## config.mk

```make
export PLATFORM = sky130hd
export DESIGN_NAME = pipeline_hazard_ctrl
export DESIGN_NICKNAME = d
export VERILOG_FILES = /design/src/rtl/hazard_pkg.sv /design/src/rtl/sat_counter.sv /design/src/rtl/pipeline_hazard_ctrl.sv
export SDC_FILE = /design/constraint.sdc
export NUM_CORES = 1
export LEC_CHECK = 0
export CELL_PAD_IN_SITES_DETAIL_PLACEMENT = 1
export CELL_PAD_IN_SITES_GLOBAL_PLACEMENT = 1
export CORE_ASPECT_RATIO = 1.1
export CORE_MARGIN = 5
export CORE_UTILIZATION = 34
export DETAILED_ROUTE_END_ITERATION = 10
export PLACE_DENSITY_LB_ADDON = 0.12
export SLEW_MARGIN = 20
export SYNTH_ARGS = -nofsm -noshare
export SYNTH_HDL_FRONTEND = slang
export SYNTH_SLANG_ARGS = --single-unit
```

## constraint.sdc

```tcl
create_clock -name clk_i -period 2.9 [get_ports clk_i]
set_input_delay 0.87 -clock clk_i [delete_from_list [all_inputs] [get_ports clk_i]]
set_output_delay 0.87 -clock clk_i [all_outputs]
set_load 0.005 [all_outputs]
```

## src/rtl/hazard_pkg.sv

```systemverilog
// rtl/hazard_pkg.sv - shared types, constants and hazard helper for the pipeline hazard controller
package hazard_pkg;

    typedef enum logic [1:0] {
        IDLE     = 2'd0,
        RUN      = 2'd1,
        MEM_WAIT = 2'd2,
        HALT     = 2'd3
    } state_e;

    localparam logic [4:0] REG_ZERO    = 5'd0;
    localparam logic [7:0] MEM_TIMEOUT = 8'd255;
    localparam int         CNT_W       = 16;

    // A load feeding either ID source register; $zero never creates a dependency
    function automatic logic load_use(input logic       mem_read,
                                      input logic [4:0] idex_rt,
                                      input logic [4:0] ifid_rs,
                                      input logic [4:0] ifid_rt);
        return mem_read && (idex_rt != REG_ZERO) &&
               ((idex_rt == ifid_rs) || (idex_rt == ifid_rt));
    endfunction

endpackage

```

## src/rtl/sat_counter.sv

```systemverilog
// rtl/sat_counter.sv - saturating up-counter, cleared by reset
module sat_counter #(
    parameter int WIDTH = 16
) (
    input  logic             clk,
    input  logic             rst_n,
    input  logic             inc,
    output logic [WIDTH-1:0] count
);

    // Count up on inc and stick at all-ones instead of wrapping
    always_ff @(posedge clk or negedge rst_n) begin
        if (!rst_n) begin
            count <= '0;
        end else if (inc && (count != {WIDTH{1'b1}})) begin
            count <= count + WIDTH'(1);
        end
    end

endmodule

```

## src/rtl/pipeline_hazard_ctrl.sv

```systemverilog
// rtl/pipeline_hazard_ctrl.sv - load-use stall, control flush and memory-wait freeze controller
module pipeline_hazard_ctrl
    import hazard_pkg::*;
(
    input  logic             clk_i,
    input  logic             rst_i,
    input  logic             start_i,
    input  logic             IDEX_MemRead_i,
    input  logic [4:0]       IDEX_RegisterRt_i,
    input  logic [4:0]       IFID_RegisterRs_i,
    input  logic [4:0]       IFID_RegisterRt_i,
    input  logic             Branch_taken_i,
    input  logic             Jump_i,
    input  logic             mem_req_i,
    input  logic             mem_ack_i,
    output logic             PCWrite_o,
    output logic             IFIDWrite_o,
    output logic             select_o,
    output logic             IFID_flush_o,
    output logic             freeze_o,
    output logic             timeout_o,
    output logic [CNT_W-1:0] bubble_cnt_o,
    output logic [CNT_W-1:0] flush_cnt_o
);

    state_e     state;
    state_e     state_nxt;
    logic [7:0] wait_cnt;
    logic [7:0] wait_nxt;
    logic       timeout_set;
    logic       bubble_inc;
    logic       flush_inc;
    logic       hazard;

    assign hazard = load_use(IDEX_MemRead_i, IDEX_RegisterRt_i,
                             IFID_RegisterRs_i, IFID_RegisterRt_i);

    // Next state and Mealy control outputs; a pending memory access outranks
    // load-use, which in turn outranks branch/jump so the branch retries next cycle
    always_comb begin
        state_nxt    = state;
        wait_nxt     = wait_cnt;
        timeout_set  = 1'b0;
        bubble_inc   = 1'b0;
        flush_inc    = 1'b0;
        PCWrite_o    = 1'b0;
        IFIDWrite_o  = 1'b0;
        select_o     = 1'b0;
        IFID_flush_o = 1'b0;
        freeze_o     = 1'b0;
        case (state)
            IDLE: begin
                select_o = 1'b1;
                if (start_i) begin
                    state_nxt = RUN;
                end
            end
            RUN: begin
                if (!start_i) begin
                    state_nxt = IDLE;
                end
                if (mem_req_i && !mem_ack_i) begin
                    freeze_o = 1'b1;
                    wait_nxt = 8'd0;
                    if (start_i) begin
                        state_nxt = MEM_WAIT;
                    end
                end else if (mem_req_i) begin
                    PCWrite_o   = 1'b1;
                    IFIDWrite_o = 1'b1;
                end else if (hazard) begin
                    select_o   = 1'b1;
                    bubble_inc = 1'b1;
                end else begin
                    PCWrite_o   = 1'b1;
                    IFIDWrite_o = 1'b1;
                    if (Branch_taken_i || Jump_i) begin
                        IFID_flush_o = 1'b1;
                        flush_inc    = 1'b1;
                    end
                end
            end
            MEM_WAIT: begin
                freeze_o = 1'b1;
                if (!start_i) begin
                    state_nxt = IDLE;
                end else if (mem_ack_i) begin
                    state_nxt = RUN;
                end else begin
                    wait_nxt = wait_cnt + 8'd1;
                    if (wait_nxt == MEM_TIMEOUT) begin
                        state_nxt   = HALT;
                        timeout_set = 1'b1;
                    end
                end
            end
            default: begin
                freeze_o = 1'b1;
            end
        endcase
    end

    // State, wait counter and sticky timeout flag
    always_ff @(posedge clk_i or negedge rst_i) begin
        if (!rst_i) begin
            state     <= IDLE;
            wait_cnt  <= 8'd0;
            timeout_o <= 1'b0;
        end else begin
            state    <= state_nxt;
            wait_cnt <= wait_nxt;
            if (timeout_set) begin
                timeout_o <= 1'b1;
            end
        end
    end

    sat_counter #(.WIDTH(CNT_W)) u_bubble_cnt (
        .clk   (clk_i),
        .rst_n (rst_i),
        .inc   (bubble_inc),
        .count (bubble_cnt_o)
    );

    sat_counter #(.WIDTH(CNT_W)) u_flush_cnt (
        .clk   (clk_i),
        .rst_n (rst_i),
        .inc   (flush_inc),
        .count (flush_cnt_o)
    );

endmodule

```

; ---- Word-level counts from Yosys, hierarchy flattened
; Index checks and enable logic that the tools add are counted.
[op_classes]
add_sub_neg = 3
eq_ne = 12
n_mux = 32
n_reduce_logical = 14
[op_table]
columns = operator, count
row1 = $add 16x1->16 const B, 2
row2 = $ne 16x16->1 const B, 2
row3 = $mux 8, 3
row4 = $mux 1, 18
row5 = $pmux 8 s2, 1
row6 = $mux 2, 7
row7 = $eq 5x5->1, 2
row8 = $add 8x1->8 const B, 1
row9 = $eq 8x8->1 const B, 1
row10 = $ne 2x2->1 const B, 4
row11 = $pmux 2 s3, 1
row12 = $logic_and 1x1->1, 5
row13 = $reduce_bool 5->1, 1
row14 = $ne 4x4->1 const B, 1
row15 = $pmux 1 s2, 2
row16 = $reduce_and 4->1, 1
row17 = $reduce_and 3->1, 1
row18 = $reduce_bool 3->1, 1
row19 = $eq 2x1->1 const B, 1
row20 = $eq 2x2->1 const B, 1
row21 = $logic_not 2->1, 1
row22 = $logic_or 1x1->1, 2
row23 = $reduce_bool 2->1, 1
row24 = $logic_not 1->1, 1
[totals]
reg_bits = 43
in_bits = 23
output_inout_bits = 38
word_cells = 66

; ---- Longest topological paths before layout
[depth]
ltp_word = 8
ltp_mapped = 8
ltp_nobuf = 8

; ---- Modules after synthesis
; From an unflattened synthesis, not the netlist that was laid out.
[hier_totals]
cells_unflattened = 258
area_unflattened_um2 = 2563.7
[modules_own_cells]
columns = mod, instances, cells_per_inst, area_each_um2, seq_area_each_um2
row1 = pipeline_hazard_ctrl, 1, 117, 945.9, 275.3
row2 = sat_counter at u_bubble_cnt, 1, 72, 859.6, 400.4
row3 = sat_counter at u_flush_cnt, 1, 69, 758.2, 400.4

; ---- Least setup slack after synthesis
; Ideal clock, no wire load.
[synth_path]
path_kind = input-to-output
from = input port IDEX_RegisterRt_i[3]
to = output port PCWrite_o
arrival_time_ns = 2.011
required_time_ns = 2.030
path_slack_ns = 0.019
cell_stages = 6
n_path_buf = 1
path_cell_list = xor2_1 -> nor3_1 -> a22oi_2 -> or2_2 -> o21a_1 -> buf_4
[synth_via]
elab_chain_len = 7
word_cells_on_any_way = 10
classes_between = eq/ne (2) / mux (4) / reduce/logical (4)
[synth_lines]
columns = item, line
row1 = "start, declared", pipeline_hazard_ctrl.sv:9  ; input logic [4:0] IDEX_RegisterRt_i,
row2 = $eq 5x5->1 or $reduce_bool 5->1 (tied branches), "hazard_pkg.sv:21, hazard_pkg.sv:20"
row3 = $logic_or 1x1->1 or $logic_and 1x1->1 (tied branches), "hazard_pkg.sv:21, hazard_pkg.sv:20"
row4 = $logic_and 1x1->1 *, hazard_pkg.sv:20  ; return mem_read && (idex_rt != REG_ZERO) &&
row5 = $mux 1 * (4 in a row), -
row6 = "end, declared", pipeline_hazard_ctrl.sv:16  ; output logic PCWrite_o,
; Mark *: on every way between the ends. The rest lies on a longest branch, timed or not.

; ---- Worst setup path after layout
[layout_path]
from = input port IDEX_RegisterRt_i[1]
to = output port select_o
[layout_via]
elab_chain_len = 7
word_cells_on_any_way = 10
classes_between = eq/ne (2) / mux (4) / reduce/logical (4)
[layout_lines]
columns = item, line
row1 = $eq 5x5->1 or $reduce_bool 5->1 (tied branches), "hazard_pkg.sv:21, hazard_pkg.sv:20"
row2 = $logic_or 1x1->1 or $logic_and 1x1->1 (tied branches), "hazard_pkg.sv:21, hazard_pkg.sv:20"
row3 = $logic_and 1x1->1 *, hazard_pkg.sv:20
row4 = $mux 1 *, pipeline_hazard_ctrl.sv:71  ; end else if (hazard) begin
row5 = $mux 1 *, pipeline_hazard_ctrl.sv:68  ; end else if (mem_req_i) begin
row6 = $mux 1 *, pipeline_hazard_ctrl.sv:62  ; if (mem_req_i && !mem_ack_i) begin
row7 = $pmux 1 s2 *, pipeline_hazard_ctrl.sv:51  ; case (state)
row8 = "end, declared", pipeline_hazard_ctrl.sv:18  ; output logic select_o,
; Marks and branches as above.

==> metrics.md <==
| Metric | Value |
|---|---|
| Status | `complete, but fails checks` |
| Failing checks | `setup timing` |
| WHS | `0.470 ns` |
| Synth Instances | `261` |
| Hold Vio Cnt, Final | `0` |
| Number of setup violations in the final report | `4` |
| Slowest-stage cell, CP | `or4_4` |
| Crit-path cells | `buf_6 > or4_4 > o21ai_4 > buf_6 > nor3_4 > or2_4 > buf_6` |
| Crit path max fanout | `2` |
| Post-DP Area | `0.00333 sq mm` |
| GRT Residual Overflow | `0` |
| Syn_nets | `292` |
| Ant diodes | `0` |
| CTS Sinks | `43` |
| Share of flip-flops with an asynchronous set or reset | `100%` |
| DRC violations left | `0` |
| Critical Path AT | `2.18 ns` |
| Syn Area/Cell | `9.72 sq um` |
| Final Max Slew Viols | `0` |
| Synth top area cells | `dfrtp_1 42%, xor2_1 7.6%, xnor2_1 6.2%, ha_1 3.9%, nand4_1 3.7%` |
| Yosys warnings | `0` |
| Synth area leader | `dfrtp_1` |
| Num CTS Buffers | `5` |
| Post-route ant nets | `0` |
| Wirelength per Cell | `16.4 microns` |
| Clk Latency, worst-skew pair | `0.30 ns` |
| Initial antenna violation count | `0` |
| WS Path Type | `in -> out` |
| Chip Width | `92.4 microns` |
| Tot GR Track Use | `16.0%` |
| Max-Cap Viols | `0` |
| Crit-path max cell delay | `0.54 ns` |
| Die Span Y | `101 microns` |
| Worst Max-Slew Pin Slew | `0.668 ns` |
| Final period util | `105%` |
| Most common cell after layout, fill and taps aside | `dfrtp_1` |
| Startpoint Class | `input port` |
| Sequential element share of the synthesized area | `42.4%` |
| Synth Flop Type | `dfrtp_1` |
| Worst setup EP type | `output pin` |
| Total power | `1800 uW` |
| Core ar. | `0.00735 sq mm` |
| CP dominant cell by count | `buf_6` |
| Area Overhead vs Synth | `39.2%` |
| Initial Util | `34.5%` |
| Via/cell ratio | `5.28` |
| CTS Buffer Depth | `2` |
| PD cells | `511 mW/mm^2` |
| Slew headroom | `55.2%` |
| Vias in the first global route | `2441` |
| Die area | `0.00929 sq mm` |
| HP Class | `reg -> reg` |
| CTS root buf | `clkbuf_8` |
| Final Worst Setup Slack | `-0.146 ns` |
| Routability cong. | `0.786` |
| Most frequent cells in the layout | `43 x dfrtp_1, 38 x clkdlybuf4s50_1, 24 x nand2_1, 22 x xor2_1, 20 x buf_4` |
| Worst slack, placed | `-0.858 ns` |
| Post-CTS Hold Buffers | `0` |
| DRT iter0 DRCs | `68` |
| First-pass GRT wire length | `12000 microns` |
| # port buffers | `60` |
| HPWL after DPL | `5350 microns` |
| Vias | `2304` |
| Share of the synthesized area in the top cell type | `42.4%` |
| Max frequency | `0.328 GHz` |
| #FFs+latches synth | `43` |
| Share of cells above drive strength 1 | `17.5%` |
| Maximum number of pins on one net before global-route repair | `44` |
| TritonCTS clock tree | `built` |
| Num ports | `61` |
| Clk pin slew, worst setup/hold paths | `0.09 ns` |
| Final core utilization | `48.0%` |
| Final worst path period need | `3.05 ns` |
| RSZ-0062 raised after global routing | `yes` |
| Worst IR drop on VDD | `0.000340 V` |
| Synthesized area | `0.00254 sq mm` |
| Total Wirelength | `7140 microns` |
| Layout filler cell count | `860` |
| P_leak | `0.00154 uW` |
| Final #Nets | `379` |
| # rows | `33` |
| Clock Skew | `0.0100 ns` |
| H-tree Lvls | `2` |
| Fin area | `0.00353 sq mm` |
| Number of synthesized flops with an enable pin | `0` |
| Number of distinct library cells after synthesis | `49` |
| Req. time, crit path | `2.03 ns` |
| Pre-Repair DR Iteration Count | `4` |
-- state kept, by name, indices dropped and copies added, names as in the netlist --
| register | flops |
|---|---|
| wait_cnt | 8 |
| u_flush_cnt.count | 16 |
| timeout_o | 1 |
| state | 2 |
| u_bubble_cnt.count | 16 |
-- layer usage --
layer  track usage [%]  up-vias  wire length, microns
met5                 0        -                     0
met4              4.46        0                    54
met3              2.61        5                   248
met2              27.3       34                  3590
met1              20.8     1156                  3250
li1                  -     1109                     -
-- per-stage QoR --
step                      TNS [ns]  cells
final                       -0.465    436
after global routing        -0.742    436
after CTS                   -0.567    434
after detailed placement     -4.86    420
after global placement       -4.31    420
after floorplan                  0    261
-- final cells by class --
type                       instances  area, sq um  share of cell area [%]
sequential                        43         1080                    30.5
clock inverter                     2         38.8                    1.10
inverter                          10         37.5                    1.06
timing repair buffer              84          753                    21.3
multi-input combinational        204         1430                    40.6
tap                               87          109                    3.08
clock buffer                       6         82.6                    2.34
-- where the power goes --
part	leakage, uW	switching, uW	internal (uW)	total [uW]
logic	0.000896	264	303	567
registers	0.000583	74.2	657	731
clock network	0.0000618	222	284	506
-- critical path, delay by kind of cell --
family	cells	cell delay [ns]
AND/OR/NAND/NOR	3	0.80
buffers and inverters	3	0.32
AO/OA/AOI/OAI	1	0.17
-- what timing repair did --
action | in CTS | in global routing
endpoints found under the setup margin | 5 | 4
pin swaps | 19 | 13
resized for setup | 60 | 7
setup buffers | 6 | 2
-- Yosys cell counts (all sizes together) (6+ instances only) --
| library cell | n |
|---|---|
| nor4 | 6 |
| ha | 8 |
| nand3 | 12 |
| nor2 | 18 |
| nand2 | 24 |
| o21ai | 14 |
| a21oi | 6 |
| xnor2 | 18 |
| xor2 | 22 |
| nand4 | 16 |
| nor3 | 11 |
| inv | 10 |
| and3 | 7 |
| dfrtp | 43 |
-- cell families (layout without fill, tap and decap cells) --
family / Yosys count / after routing / synth area share [%]
AOI/OAI and AO/OA: 37 / 37 / 9.67
DFF: 43 / 43 / 42.4
adders and majority gates: 8 / 8 / 3.95
buffers and inverters: 14 / 102 / 2.57
and+or+nand+nor: 115 / 115 / 25.9
xor gates and xnor gates: 40 / 40 / 13.8
muxes: 4 / 4 / 1.73
-- final timing paths --
| path | startpoint | endpoint | slack [ns] | depth (start not counted) |
|---|---|---|---|---|
| setup / recovery | IDEX_RegisterRt_i[1] | select_o | -0.15 | 7 |
| hold reg to reg | timeout_o | timeout_o | 0.47 | 1 |
| min in group asynchronous | rst_i | timeout_o | 0.64 | 2 |
| setup reg to reg | state[1] | u_flush_cnt.count[13] | 0.57 | 8 |
| max in group asynchronous | rst_i | u_flush_cnt.count[4] | 1.85 | 2 |
| hold / removal | timeout_o | timeout_o | 0.47 | 1 |
Note: power is estimated with default switching activity, not from simulation.
